==> src/rtl/alu_arith_sched.sv <==
// alu_arith_sched: shares one 3-bit arithmetic unit between two requesters.
// A round-robin arbiter picks a requester and pulses its grant for one cycle
// while capturing its operands. The shared unit then computes, and the
// registered result is held in RESP until the consumer accepts it.
//
// Ports:
//   clk, rst_n           clock and asynchronous active-low reset
//   req0/req1            requests, held with stable operands until granted
//   a0,b0,s0 / a1,b1,s1  operands and opcode per requester
//                        (00 A+B, 01 A-B, 10 A+1, 11 A+0)
//   gnt0/gnt1            one-cycle grant pulses, never both high
//   res_valid/res_ready  result handshake
//   res_data             3-bit result
//   res_carry            carry-out of the result
//   res_neg              sign bit of the result
//   res_ovf              signed overflow of the result
//   res_id               requester that owns the result
//   busy                 high whenever the scheduler is not idle
//   sticky_ovf           set when an accepted result overflowed
//   clr_ovf              synchronous clear of sticky_ovf

// alu_arith3: the shared 3-bit arithmetic unit.
// It adds A, a summand chosen by the opcode, and a carry-in.
// Ports: a, b, op in; y, carry, neg, ovf out.
module alu_arith3 (
  input  logic [2:0] a,
  input  logic [2:0] b,
  input  logic [1:0] op,
  output logic [2:0] y,
  output logic       carry,
  output logic       neg,
  output logic       ovf
);
  logic [2:0] summand;
  logic       cin;
  logic [3:0] sum;

  always_comb begin
    summand = 3'b000;
    cin     = 1'b0;
    case (op)
      2'b00: summand = b;
      2'b01: begin summand = ~b; cin = 1'b1; end
      2'b10: cin = 1'b1;
      default: summand = 3'b000;
    endcase
    sum   = {1'b0, a} + {1'b0, summand} + {3'b000, cin};
    y     = sum[2:0];
    carry = sum[3];
    neg   = sum[2];
    // Overflow: both addends share a sign and the result's sign differs.
    ovf   = (a[2] == summand[2]) && (sum[2] != a[2]);
  end
endmodule

module alu_arith_sched (
  input  logic       clk,
  input  logic       rst_n,
  input  logic       req0,
  input  logic       req1,
  input  logic [2:0] a0,
  input  logic [2:0] b0,
  input  logic [2:0] a1,
  input  logic [2:0] b1,
  input  logic [1:0] s0,
  input  logic [1:0] s1,
  output logic       gnt0,
  output logic       gnt1,
  output logic       res_valid,
  input  logic       res_ready,
  output logic [2:0] res_data,
  output logic       res_carry,
  output logic       res_neg,
  output logic       res_ovf,
  output logic       res_id,
  output logic       busy,
  output logic       sticky_ovf,
  input  logic       clr_ovf
);
  typedef enum logic [1:0] {IDLE, GRANT, EXEC, RESP} state_t;

  state_t     state_q, state_d;
  logic       win_q, win_d;
  logic       last_q, last_d;
  logic       gnt0_q, gnt0_d, gnt1_q, gnt1_d;
  logic [2:0] op_a_q, op_a_d, op_b_q, op_b_d;
  logic [1:0] op_s_q, op_s_d;
  logic       res_id_q, res_id_d;
  logic [2:0] res_data_q, res_data_d;
  logic       res_carry_q, res_carry_d;
  logic       res_neg_q, res_neg_d;
  logic       res_ovf_q, res_ovf_d;
  logic       res_valid_q, res_valid_d;
  logic       sticky_q, sticky_d;

  logic       win_sel;
  logic       accept;
  logic [2:0] alu_y;
  logic       alu_carry, alu_neg, alu_ovf;

  // The datapath only ever sees the captured operand registers.
  alu_arith3 u_alu (
    .a    (op_a_q),
    .b    (op_b_q),
    .op   (op_s_q),
    .y    (alu_y),
    .carry(alu_carry),
    .neg  (alu_neg),
    .ovf  (alu_ovf)
  );

  // With both requesting, serve the one not served last; otherwise the
  // lone requester wins.
  assign win_sel = (req0 && req1) ? ~last_q : req1;
  assign accept  = (state_q == RESP) && res_ready;

  always_comb begin
    state_d     = state_q;
    win_d       = win_q;
    last_d      = last_q;
    gnt0_d      = 1'b0;
    gnt1_d      = 1'b0;
    op_a_d      = op_a_q;
    op_b_d      = op_b_q;
    op_s_d      = op_s_q;
    res_id_d    = res_id_q;
    res_data_d  = res_data_q;
    res_carry_d = res_carry_q;
    res_neg_d   = res_neg_q;
    res_ovf_d   = res_ovf_q;
    res_valid_d = res_valid_q;
    case (state_q)
      IDLE: begin
        if (req0 || req1) begin
          win_d   = win_sel;
          gnt0_d  = ~win_sel;
          gnt1_d  = win_sel;
          state_d = GRANT;
        end
      end
      GRANT: begin
        op_a_d   = win_q ? a1 : a0;
        op_b_d   = win_q ? b1 : b0;
        op_s_d   = win_q ? s1 : s0;
        res_id_d = win_q;
        state_d  = EXEC;
      end
      EXEC: begin
        res_data_d  = alu_y;
        res_carry_d = alu_carry;
        res_neg_d   = alu_neg;
        res_ovf_d   = alu_ovf;
        res_valid_d = 1'b1;
        state_d     = RESP;
      end
      RESP: begin
        if (res_ready) begin
          res_valid_d = 1'b0;
          last_d      = res_id_q;
          state_d     = IDLE;
        end
      end
      default: state_d = IDLE;
    endcase
  end

  // Setting on an overflowing acceptance takes precedence over clr_ovf.
  always_comb begin
    sticky_d = sticky_q;
    if (accept && res_ovf_q) sticky_d = 1'b1;
    else if (clr_ovf)        sticky_d = 1'b0;
  end

  // Reset leaves requester 1 as last served so requester 0 wins first.
  always_ff @(posedge clk or negedge rst_n) begin
    if (!rst_n) begin
      state_q     <= IDLE;
      win_q       <= 1'b0;
      last_q      <= 1'b1;
      gnt0_q      <= 1'b0;
      gnt1_q      <= 1'b0;
      op_a_q      <= 3'b000;
      op_b_q      <= 3'b000;
      op_s_q      <= 2'b00;
      res_id_q    <= 1'b0;
      res_data_q  <= 3'b000;
      res_carry_q <= 1'b0;
      res_neg_q   <= 1'b0;
      res_ovf_q   <= 1'b0;
      res_valid_q <= 1'b0;
      sticky_q    <= 1'b0;
    end else begin
      state_q     <= state_d;
      win_q       <= win_d;
      last_q      <= last_d;
      gnt0_q      <= gnt0_d;
      gnt1_q      <= gnt1_d;
      op_a_q      <= op_a_d;
      op_b_q      <= op_b_d;
      op_s_q      <= op_s_d;
      res_id_q    <= res_id_d;
      res_data_q  <= res_data_d;
      res_carry_q <= res_carry_d;
      res_neg_q   <= res_neg_d;
      res_ovf_q   <= res_ovf_d;
      res_valid_q <= res_valid_d;
      sticky_q    <= sticky_d;
    end
  end

  assign gnt0       = gnt0_q;
  assign gnt1       = gnt1_q;
  assign res_valid  = res_valid_q;
  assign res_data   = res_data_q;
  assign res_carry  = res_carry_q;
  assign res_neg    = res_neg_q;
  assign res_ovf    = res_ovf_q;
  assign res_id     = res_id_q;
  assign busy       = (state_q != IDLE);
  assign sticky_ovf = sticky_q;
endmodule

==> config.mk <==
export PLATFORM = sky130hd
export DESIGN_NAME = alu_arith_sched
export DESIGN_NICKNAME = d
export VERILOG_FILES = /design/src/rtl/alu_arith_sched.sv
export SDC_FILE = /design/constraint.sdc
export NUM_CORES = 1
export LEC_CHECK = 0
export BUFFER_PORTS_ARGS = -buffer_cell sky130_fd_sc_hd__buf_2
export CAP_MARGIN = 40
export CORE_MARGIN = 2
export CORE_UTILIZATION = 51
export CTS_CLUSTER_DIAMETER = 120
export DETAILED_ROUTE_END_ITERATION = 12
export PLACE_DENSITY_LB_ADDON = 0.15
export SETUP_SLACK_MARGIN = 0.5
export SYNTH_ARGS = -nofsm -noshare
export SYNTH_HDL_FRONTEND = slang
export SYNTH_HIERARCHICAL = 1
export SYNTH_SLANG_ARGS = --single-unit
==> constraint.sdc <==
create_clock -name clk -period 2.6 [get_ports clk]
set_clock_uncertainty 0.1 [all_clocks]
set_input_delay 0.26 -clock clk [delete_from_list [all_inputs] [get_ports clk]]
set_output_delay 0.26 -clock clk [all_outputs]
set_load 0.02 [all_outputs]
Yosys cells after proc, flatten, opt, wreduce, memory -nomap -nowiden --
Index checks and enable logic that the tools add are counted.
Operators by class: $add $sub $neg 2, eq/ne operators 9, multiplexer cells 17, bitwise operators 3, reduce and logical (&&, ||, !) cells 15
Operators by type and width (number):
- 1-bit two-way mux | 9
- 2-bit case mux with 4 select lines | 1
- 2-bit AND reduction | 4
- 2-bit == test, second input constant | 3
- 2-bit two-way mux | 3
- 3-bit two-way mux | 2
- 3-bit case mux with 2 select lines | 1
- 2-bit nonzero test | 3
- 3-bit by 3-bit adder with 4-bit output | 1
- 4-bit by 1-bit adder with 4-bit output | 1
- 2-bit by 1-bit == test with 1-bit output, second input constant | 2
- 1-bit logical AND | 4
- 2-bit logical NOT | 2
- 2-bit inequality test, second input constant | 2
- 3-bit inverter | 1
- 1-bit inverter | 2
- 1-bit case mux with 2 select lines | 1
- 2-bit OR reduction | 1
- 1-bit == test | 1
- 1-bit logical OR | 1
- 1-bit inequality test | 1
Storage, ports and cells: register bits after elaboration 23, logic and storage cells 61

Longest topological paths before layout --
Gate-level depths: netlist of the first run.
depth after elaboration 6, depth in mapped cells 8, mapped depth without buffers 8

By module --
The synthesis of the first run kept the hierarchy.
Modules (own cells, without submodules):
- alu_arith_sched | times used 1, cells each 86, area each 1033.5 µm²
- alu_arith3 | times used 1, cells each 24, area each 193.9 µm²

Worst setup path after synthesis of the first run --
OpenSTA, ideal clock, no wires.
path kind flip-flop to flip-flop, start point reg op_s_q[0], end point reg res_data_q[2], in the netlist res_data[2], library setup time 0.128 ns, arrival 2.061 ns, path slack 0.312 ns, stages on the path, launching flop included 9, path buffers 1, period minus slack after synthesis 2.288 ns, cell sequence dfrtp_1 -> inv_1 -> ha_1 -> mux2i_1 -> fa_1 -> fa_1 -> xnor2_1 -> buf_4 -> mux2_1
On the way: longest elaborated chain between the ends 4
Ends and longest elaborated chain:
- start: declaration | RTL line 87 | logic [1:0] op_s_q, op_s_d;
- start signal: assignment | RTL line 200 | op_s_q <= op_s_d;
- 2-bit by 1-bit == test with 1-bit output (tied with other cells) | RTL line 41 | case (op)
- 3-bit case mux with 2 select lines or 2-bit OR reduction (tied branches)
- 3-bit by 3-bit adder with 4-bit output or 1-bit two-way mux (tied branches) | RTL line 47, 41
- 4-bit by 1-bit adder with 4-bit output * | RTL line 47 | sum = {1'b0, a} + {1'b0, summand} + {3'b000, cin};
- via alu_neg | RTL line 99 | logic alu_carry, alu_neg, alu_ovf;
- end signal: assignment | RTL line 202 | res_data_q <= res_data_d;
- end: declaration | RTL line 89 | logic [2:0] res_data_q, res_data_d;
Mark *: on every way through the listed nets, which the timed path passes. The rest lies on a longest branch. A chain may end at the register's enable or synchronous reset.

Worst setup path in the final report of the first run --
start point reg op_s_q[0], end point reg res_neg_q, in the netlist res_neg
On the way: longest elaborated chain between the ends 4
Ends and longest elaborated chain:
- 2-bit by 1-bit == test with 1-bit output (tied with other cells) | RTL line 41
- 3-bit case mux with 2 select lines or 2-bit OR reduction (tied branches)
- 3-bit by 3-bit adder with 4-bit output or 1-bit two-way mux (tied branches) | RTL line 47, 41
- 4-bit by 1-bit adder with 4-bit output * | RTL line 47
- via alu_neg | RTL line 99
- end signal: assignment | RTL line 204 | res_neg_q <= res_neg_d;
- end: declaration | RTL line 91 | logic res_neg_q, res_neg_d;
Marked as above.

==> impl_metrics.ini, run 1 <==
[logic_synthesis]
syn-num-nets = 143
synth_area_sq_mm = 0.00123
yosysWarnings = 6
synth_area_per_cell_sq_um = 11.2
synth_top_area_share_pct = 44.9
ys_types = 22
synthCells = 110
yosysTopAreaCell = dfrtp_1
seq_area_frac_synth_pct = 47.0
synth.area.top_cells = dfrtp_1 45%, ha_1 9.2%, mux2i_1 9.0%
ys_seq_elements = 23

[sta]
hold_viol = 0
fin_setup_tns_ps = 0
setup_viol = 0
whs_ps = 21.2
worst_pin_slew_ps = 556
slew_violations = 0
fin_crit_sh_pct = 83.1
period_needed_ps = 2160
max_slew_margin_pct = 62.9
fmax_mhz = 463
grt_setup_unrepaired = true

[routing]
ant_nets = 0
drc = 0
wl_per_cell_microns = 12.9
first_iter_violations = 15
drt-total-wl_mm = 2.24
post_drt_via_cell_ratio = 4.95
first_pass_iters = 4
routed-via-count = 856

[floorplanning]
ios = 34
die_area_sq_mm = 0.00282
dieHeight_microns = 53.1
coreArea_sq_mm = 0.00225
chipWidth_microns = 53.1
start_util_pct = 54.4
rows = 17

[global_routing]
antenna_found_initial = 0
grt_overflow = 0
grt_max_degree = 24
grt_pass1_wl_mm = 3.55
track_usage_pct = 18.3
grt_pass1_vias = 787

[place]
port_buffers = 33
dp_hpwl_mm = 1.61
place_congestion = 0.732

[clocking]
clock_path_buffers = 2
tritoncts = built
clock_sinks = 23
cts_buffers = 3
clk_pin_slew_ps = 120
htree_levels = 1
ctsRootBufferMaster = clkbuf_4
clk_latency_ps = 310

[critical_path]
worstPathArrival_ps = 2270
rr_worst_depth = 7
rr_startpoint = op_s_q[0]$_DFFE_PN0N_
end_kind = flip-flop
reg2reg_to = res_neg$_DFFE_PN0P_
crit_type = reg2reg
setup.worst_path.end = res_neg$_DFFE_PN0P_
r2r_slack_ps = 440
path_max_fanout = 3
crit_path_top_delay_cell = dfrtp_1
cpMostUsedCell = fa_2
crit_path_cell_trace = buf_4 -> ha_4 -> mux2i_1 -> fa_2 -> fa_2 -> xnor2_2 -> mux2_4
required_ps = 2710
startpoint_type = flip-flop
max_stage_delay_ps = 400
startpoint = op_s_q[0]$_DFFE_PN0N_

[finish]
final_common_cell = buf_2
nNetsFinal = 179
fill_cells = 190
areaGrowthSynthToFinish_pct = 22.9
final_layout_size_suffix_gt1_share_pct = 40.0
final-seq-area_sq_um = 577
multi_input_area_sq_um = 632
diodes = 0
mostFrequentLayoutCells = 33 x buf_2, 22 x dfrtp_1, 12 x a21oi_1, 11 x nor2_1, 11 x mux2i_1

[flow_run]
max_cap_viol_count = 0

[pwr]
p_clk_share_pct = 8.0
power_frac_comb_pct = 59.3
peakVddDrop_v = 0.000930
power.switching_mw = 0.874
sw_frac_of_total_pct = 41.9
p_int_mw = 1.21
p_per_area_mw_per_mm2 = 1380
seqPwrFrac_pct = 32.7
leakage_nw = 0.786

[run_status]
status = finished, final reports clean

[min_path]
hold_class = in2reg
-- state kept, by name, summed over array words and instances, names as in the netlist, 2 cells and up --
name / count
op_a_q: 3
op_b_q: 3
op_s_q: 2
res_data: 3
state_q: 2
-- cell families (layout without fill, tap and decap cells) --
kind of cell | Yosys count | count (layout) | share of synthesized area [%]
xor gates and xnor gates | 2 | 2 | 1.43
DFF | 23 | 23 | 47.0
adders and majority gates | 11 | 11 | 12.4
and+or+nand+nor | 18 | 18 | 6.42
buffers and inverters | 18 | 53 | 6.63
AOI/OAI and AO/OA | 17 | 17 | 7.65
muxes | 21 | 21 | 18.5
-- stage by stage --
stage / total power [mW] / utilization [%] / area [sq um] / instances / worst slack, ps
3_3_place_gp: 1.66 / 62.1 / 1400 / 166 / 471
3_5_place_dp: 1.72 / 62.1 / 1400 / 166 / 364
4_1_cts: 1.99 / 65.8 / 1480 / 173 / 359
6_report: 2.09 / 66.9 / 1510 / 173 / 438
2_1_floorplan: 1.50 / - / 1230 / 110 / 424
5_1_grt: 2.27 / 66.9 / 1510 / 173 / 346
-- what timing repair did --
| action | 4_1_cts | 5_1_grt |
|---|---|---|
| pin swaps | 3 | 1 |
| resized for setup | 8 | 6 |
| endpoints found under the hold margin | 22 | 0 |
| hold buffers | 1 | 0 |
| endpoints found under the setup margin | 4 | 5 |
| buffers inserted | 2 | 0 |
-- worst max-delay path, delay by kind of cell (launching register included) --
kind                     cells  cell delay [ps]
buffers and inverters        1              140
adder cells (fa/ha/maj)      3              900
XOR/XNOR                     1              170
flip-flops                   1              400
multiplexers                 2              350
-- synth_stat cells --
master	count
dfrtp_1	22
inv_1	13
a21oi_1	12
mux2i_1	11
nor2_1	11
ha_1	9
mux2_1	8
nand2_1	5
buf_4	3
buf_2	2
fa_1	2
o21ai_0	2
a21oi_2	1
dfstp_2	1
mux2_2	1
mux2_4	1
nand3_1	1
nor2b_4	1
o21ai_1	1
o32a_1	1
xnor2_1	1
xor2_1	1
-- power by group through the flow --
| stage | Combinational (mW) | Clock (mW) | Sequential [mW] |
|---|---|---|---|
| after floorplan | 0.784 | 0 | 0.720 |
| after global placement | 0.979 | 0 | 0.677 |
| after detailed placement | 1.04 | 0 | 0.682 |
| after CTS | 1.14 | 0.175 | 0.676 |
| after global routing | 1.38 | 0.186 | 0.711 |
| final | 1.24 | 0.167 | 0.683 |
-- routing by layer --
metal	global-route usage, %	routed length (microns)	vias up
met4	7.69	37	0
met5	0	0	-
met3	3.39	93	5
met1	22.1	940	400
met2	31.7	1160	20
li1	-	-	431
-- layout make-up --
| cell class | count | area share (%) |
|---|---|---|
| Sequential cell | 23 | 38.2 |
| Inverter | 13 | 3.23 |
| Tap cell | 28 | 2.32 |
| Multi-Input combinational cell | 69 | 41.9 |
| Clock buffer | 4 | 1.74 |
| Timing Repair Buffer | 36 | 12.6 |
-- worst min-delay path by stage --
stage | start | to | cells after the start
6_report | clr_ovf | sticky_ovf$_DFFE_PN0P_ | 2
5_1_grt | clr_ovf | sticky_ovf$_DFFE_PN0P_ | 2
4_1_cts | clr_ovf | sticky_ovf$_DFFE_PN0P_ | 2
3_5_place_dp | rst_n | res_valid$_DFFE_PN0P_ | 1
3_3_place_gp | rst_n | res_valid$_DFFE_PN0P_ | 1
2_1_floorplan | rst_n | gnt0$_DFF_PN0_ | 0
No activity file was read; power rests on OpenSTA's default activity.
==> run 2, diff against run 1 <==
ABC_AREA = 1   (was default)
clock period = 2.17 ns   (was 2.6 ns; I/O delays follow)
==> impl_metrics.ini, run 2 <==
[logic_synthesis]
seq_area_frac_synth_pct = 46.1
ys_async_sr_fraction_pct = 100
synthFlopType = dfrtp_1
synth_commonest_cells = 37 x nand2_1, 22 x dfrtp_1, 21 x inv_1, 11 x nor2_1, 9 x ha_1
synth.area.top_cells = dfrtp_1 44%, nand2_1 11%, ha_1 9.0%
synthMostInstantiatedCell = nand2_1
synth_top_area_share_pct = 44.0
yosysWarnings = 6
yosysTopAreaCell = dfrtp_1
ys_seq_elements = 23
syn-num-nets = 172
synth_area_per_cell_sq_um = 9.00
synth_area_sq_mm = 0.00125
ys_types = 25
synth_edf_count = 0
synthCells = 139

[critical_path]
required_ps = 2270
reg2reg_to = res_data[1]$_DFFE_PN0P_
path_buf_inv = 3
crit_type = reg2reg
path_delay_family = adder cells
crit_path_cell_trace = inv_2 -> ha_4 -> inv_2 -> o21a_1 -> fa_2 -> fa_2 -> inv_2 -> mux2_4
max_stage_delay_ps = 540
startpoint_type = flip-flop
path_max_fanout = 2
worstPathArrival_ps = 2330
r2r_slack_ps = -60
crit_path_top_delay_cell = fa_2
rr_startpoint = op_s_q[1]$_DFFE_PN0N_
end_kind = flip-flop
rr_worst_depth = 8
cpMostUsedCell = inv_2

[floorplanning]
die_area_sq_mm = 0.00287
rows = 17
coreArea_sq_mm = 0.00228
dieHeight_microns = 53.5
ios = 34
start_util_pct = 55.0
chipWidth_microns = 53.5

[global_routing]
grt_overflow = 0
grt_max_degree = 24
antenna_found_initial = 0
grt_pass1_vias = 1045
track_usage_pct = 20.1
grt_pass1_wl_mm = 4.15

[run_status]
violations = negative setup slack
status = complete, but fails checks

[min_path]
hold_start = a0[0]
hold_end = op_a_q[0]$_DFFE_PN0N_
hold_path_depth = 3
hold_class = in2reg

[sta]
setup_viol = 3
grt_setup_unrepaired = true
max_slew_margin_pct = 59.1
period_needed_ps = 2230
worst_pin_slew_ps = 614
hold_viol = 0
fmax_mhz = 449
fin_setup_tns_ps = -125
whs_ps = 46.9
timing.final.ws_setup_ps = -55.9
fin_crit_sh_pct = 103
slew_violations = 0

[clocking]
tritoncts = built
clk_pin_slew_ps = 130
clk_latency_ps = 300
ctsRootBufferMaster = clkbuf_4
cts_buffers = 3
htree_levels = 1
clock_sinks = 23
clock_path_buffers = 2

[routing]
post_drt_via_cell_ratio = 5.11
first_pass_iters = 4
routed-via-count = 1067
wl_per_cell_microns = 13.2
drt-total-wl_mm = 2.76
drc = 0
first_iter_violations = 15
ant_nets = 0

[finish]
final_layout_size_suffix_gt1_share_pct = 37.6
fin_cells = 209
final_common_cell = nand2_1
areaGrowthSynthToFinish_pct = 27.9
nNetsFinal = 215
mostFrequentLayoutCells = 37 x nand2_1, 33 x buf_2, 20 x dfrtp_1, 14 x inv_1, 11 x nor2_1
diodes = 0

[place]
placedCellCount = 197
dp_hpwl_mm = 1.91
dpl_worst_slack_ps = -24.9
place_congestion = 0.713
port_buffers = 33

[pwr]
p_per_area_mw_per_mm2 = 1670
peakVddDrop_v = 0.000927
p_total_mw = 2.67
leakage_nw = 0.828

[flow_run]
max_cap_viol_count = 0
-- run 2: logic make-up after synthesis --
group / synth area share (%)
xor+xnor: 0.700
fa+ha+maj: 12.2
compound gates: 9.80
mux: 4.50
simple gates: 16.7
buf+inv: 10.0
flops: 46.1
-- run 2: how the worst max path moves through the flow --
stage | startpoint | end | slack, ps | depth (start not counted)
after floorplan | op_s_q[1]$_DFFE_PN0N_ | res_data[2]$_DFFE_PN0P_ | -40 | 9
after global placement | op_s_q[1]$_DFFE_PN0N_ | res_data[1]$_DFFE_PN0P_ | 20 | 8
after detailed placement | op_s_q[1]$_DFFE_PN0N_ | res_data[1]$_DFFE_PN0P_ | -20 | 8
after CTS | op_s_q[1]$_DFFE_PN0N_ | res_data[1]$_DFFE_PN0P_ | -30 | 8
after global routing | op_s_q[0]$_DFFE_PN0N_ | res_data[1]$_DFFE_PN0P_ | -120 | 8
final | op_s_q[1]$_DFFE_PN0N_ | res_data[1]$_DFFE_PN0P_ | -60 | 8
-- run 2: area by class of cell --
class                      count  area [sq um]
fill                         190           676
multi-input combinational     90           628
sequential                    23           579
timing repair buffer          43           253
inverter                      21          78.8
tap                           28          35.0
clock buffer                   4          26.3
-- run 2: routing by layer --
layer	share of wire, %	vias to the layer above	global-route usage (%)
met3	3.3	4	3.33
li1	-	521	-
met1	42	520	22.7
met5	0	-	0
met2	54	22	37.9
met4	1.1	0	7.26
-- run 2: repair_timing --
item	in CTS	in global routing
gates resized for setup	4	22
gates cloned	0	0
hold buffers	2	0
buffers inserted	0	6
endpoints found under the hold margin	23	0
setup endpoints to repair	6	10
pin swaps	3	6
-- run 2: stage by stage --
stage                     utilization [%]  cell area, sq um
after floorplan                         -              1260
after global placement               62.6              1430
after detailed placement             62.6              1430
after CTS                            64.7              1470
after global routing                 70.3              1600
final                                70.3              1600
-- run 2: where the power goes --
| group | internal [mW] | total (mW) | switching [mW] |
|---|---|---|---|
| combinational | 0.771 | 1.65 | 0.876 |
| sequential | 0.648 | 0.827 | 0.179 |
| clock | 0.0716 | 0.198 | 0.127 |
-- run 2: worst register-to-register path, delay by kind of cell (launching register included) --
kind,cells,cell delay [ps]
adders and majority gates,3,1030
muxes,1,240
buffers and inverters,3,160
DFF,1,420
AOI/OAI and AO/OA,1,170
==> run 3, diff against run 2 <==
CELL_PAD_IN_SITES_DETAIL_PLACEMENT = 0   (was default)
CELL_PAD_IN_SITES_GLOBAL_PLACEMENT = 1   (was default)
CORE_UTILIZATION = 38   (was 51)
==> impl_metrics.ini, run 3 (synthesized netlist as in run 2, its figures left out) <==
[run_status]
status = complete, but fails checks
violations = negative setup slack

[critical_path]
crit_path_cell_trace = inv_1 -> ha_2 -> nand2_1 -> o21a_1 -> fa_2 -> fa_2 -> inv_2 -> mux2_4
reg2reg_to = res_data[1]$_DFFE_PN0P_
path_max_fanout = 3
end_kind = flip-flop
rr_startpoint = op_s_q[0]$_DFFE_PN0N_
worstPathArrival_ps = 2350
path_buf_inv = 2
required_ps = 2280
startpoint_type = flip-flop
crit_path_top_delay_cell = fa_2
rr_worst_depth = 8
cpMostUsedCell = fa_2
crit_type = reg2reg
r2r_slack_ps = -70
max_stage_delay_ps = 540
path_delay_family = adder cells

[global_routing]
antenna_found_initial = 0
grt_pass1_vias = 876
grt_max_degree = 24
track_usage_pct = 14.1
grt_overflow = 0
grt_pass1_wl_mm = 3.80

[finish]
nNetsFinal = 212
final_common_cell = nand2_1
areaGrowthSynthToFinish_pct = 23.0
diodes = 0
final-seq-area_sq_um = 577
fill_cells = 306
final_layout_size_suffix_gt1_share_pct = 33.1
multi_input_area_sq_um = 579
mostFrequentLayoutCells = 37 x nand2_1, 33 x buf_2, 22 x dfrtp_1, 16 x inv_1, 11 x nor2_1

[place]
dp_hpwl_mm = 1.72
port_buffers = 33
place_congestion = 0.712

[sta]
timing.final.ws_setup_ps = -70.2
setup_viol = 3
fin_setup_tns_ps = -155
grt_setup_unrepaired = true
worst_pin_slew_ps = 596
period_needed_ps = 2240
slew_violations = 0
fin_crit_sh_pct = 103
whs_ps = 40.2
max_slew_margin_pct = 60.3
fmax_mhz = 446
hold_viol = 0

[routing]
routed-via-count = 984
post_drt_via_cell_ratio = 4.43
drc = 0
first_iter_violations = 23
wl_per_cell_microns = 10.8
ant_nets = 0
first_pass_iters = 2
drt-total-wl_mm = 2.41

[min_path]
hold_class = in2reg
hold_start = s1[0]
hold_path_depth = 3
hold_end = op_s_q[0]$_DFFE_PN0N_

[clocking]
cts_buffers = 3
clk_pin_slew_ps = 120
clock_path_buffers = 2
clk_latency_ps = 310
clock_sinks = 23
htree_levels = 1
ctsRootBufferMaster = clkbuf_4
tritoncts = built

[flow_run]
max_cap_viol_count = 0

[floorplanning]
ios = 34
chipWidth_microns = 61.4
die_area_sq_mm = 0.00377
coreArea_sq_mm = 0.00310
rows = 20
dieHeight_microns = 61.4
start_util_pct = 40.3

[pwr]
power_frac_comb_pct = 59.1
power.switching_mw = 1.06
p_per_area_mw_per_mm2 = 1570
p_int_mw = 1.36
leakage_nw = 0.805
seqPwrFrac_pct = 32.5
sw_frac_of_total_pct = 43.7
p_clk_share_pct = 8.4
peakVddDrop_v = 0.000565
[run 3: cell count changes in the layout (fill, tap and decap cells not counted), moves of 2 or more]
| cell | change |
|---|---|
| buf_6 | -2 |
| dfrtp_1 | +2 |
| inv_1 | +2 |
| dfrtp_2 | -2 |
| mux2_4 | -2 |
| mux2_2 | +2 |
| ha_4 | -2 |
| inv_2 | -2 |
| o21ai_4 | -2 |
[run 3: how the worst max path moves through the flow]
stage                     startpoint                 endpoint  slack, ps  cells past startpoint
6_report       op_s_q[0]$_DFFE_PN0N_  res_data[1]$_DFFE_PN0P_        -70                      8
5_1_grt        op_s_q[0]$_DFFE_PN0N_  res_data[1]$_DFFE_PN0P_       -140                      8
4_1_cts        op_s_q[1]$_DFFE_PN0N_  res_data[1]$_DFFE_PN0P_        -30                      8
3_5_place_dp   op_s_q[1]$_DFFE_PN0N_  res_data[1]$_DFFE_PN0P_         -5                      8
3_3_place_gp   op_s_q[1]$_DFFE_PN0N_  res_data[1]$_DFFE_PN0P_          6                      8
2_1_floorplan  op_s_q[1]$_DFFE_PN0N_  res_data[2]$_DFFE_PN0P_        -40                      9
[run 3: metal layers]
layer	global-route usage [%]	routed length [microns]	up-vias
li1	-	-	516
met1	17.8	1210	445
met2	23.3	1080	21
met3	3.15	95	2
met4	6.38	15	0
met5	0	0	-
[run 3: power groups by stage]
stage / Clock, mW / Combinational, mW / Sequential (mW)
floorplan: 0 / 1.01 / 0.868
global placement: 0 / 1.27 / 0.805
detailed placement: 0 / 1.30 / 0.813
CTS: 0.217 / 1.36 / 0.785
global route: 0.231 / 1.64 / 0.820
finish: 0.203 / 1.43 / 0.788
[run 3: final cells by class]
cell class | instances | area share [%]
multi-input combinational | 90 | 37.6
timing repair buffer | 40 | 14.5
inverter | 21 | 5.12
tap | 44 | 3.58
sequential | 23 | 37.5
clock buffer | 4 | 1.71
[run 3: what timing repair did]
action                                  4_1_cts  5_1_grt
setup buffers                                 2        1
gates cloned                                  0        0
hold endpoints to repair                     23        0
hold buffers                                  2        0
endpoints found under the setup margin        7        7
pin swaps                                     3        5
resized for setup                             2       10
[run 3: worst min-delay path: cells and delay by family]
kind | cells | cell delay [ps]
AO/OA/AOI/OAI | 1 | 70
AND/OR/NAND/NOR | 1 | 40
buffers and inverters | 1 | 90
[run 3: stage by stage]
stage / std cells / area [sq um] / power, mW / setup slack (ps) / utilization (%)
final: 222 / 1540 / 2.42 / -70.2 / 49.6
after global placement: 213 / 1450 / 2.08 / 5.58 / 46.6
after global routing: 222 / 1540 / 2.69 / -138 / 49.6
after detailed placement: 213 / 1450 / 2.11 / -4.63 / 46.6
after CTS: 221 / 1510 / 2.37 / -26.5 / 48.5
after floorplan: 139 / 1260 / 1.88 / -44.4 / -
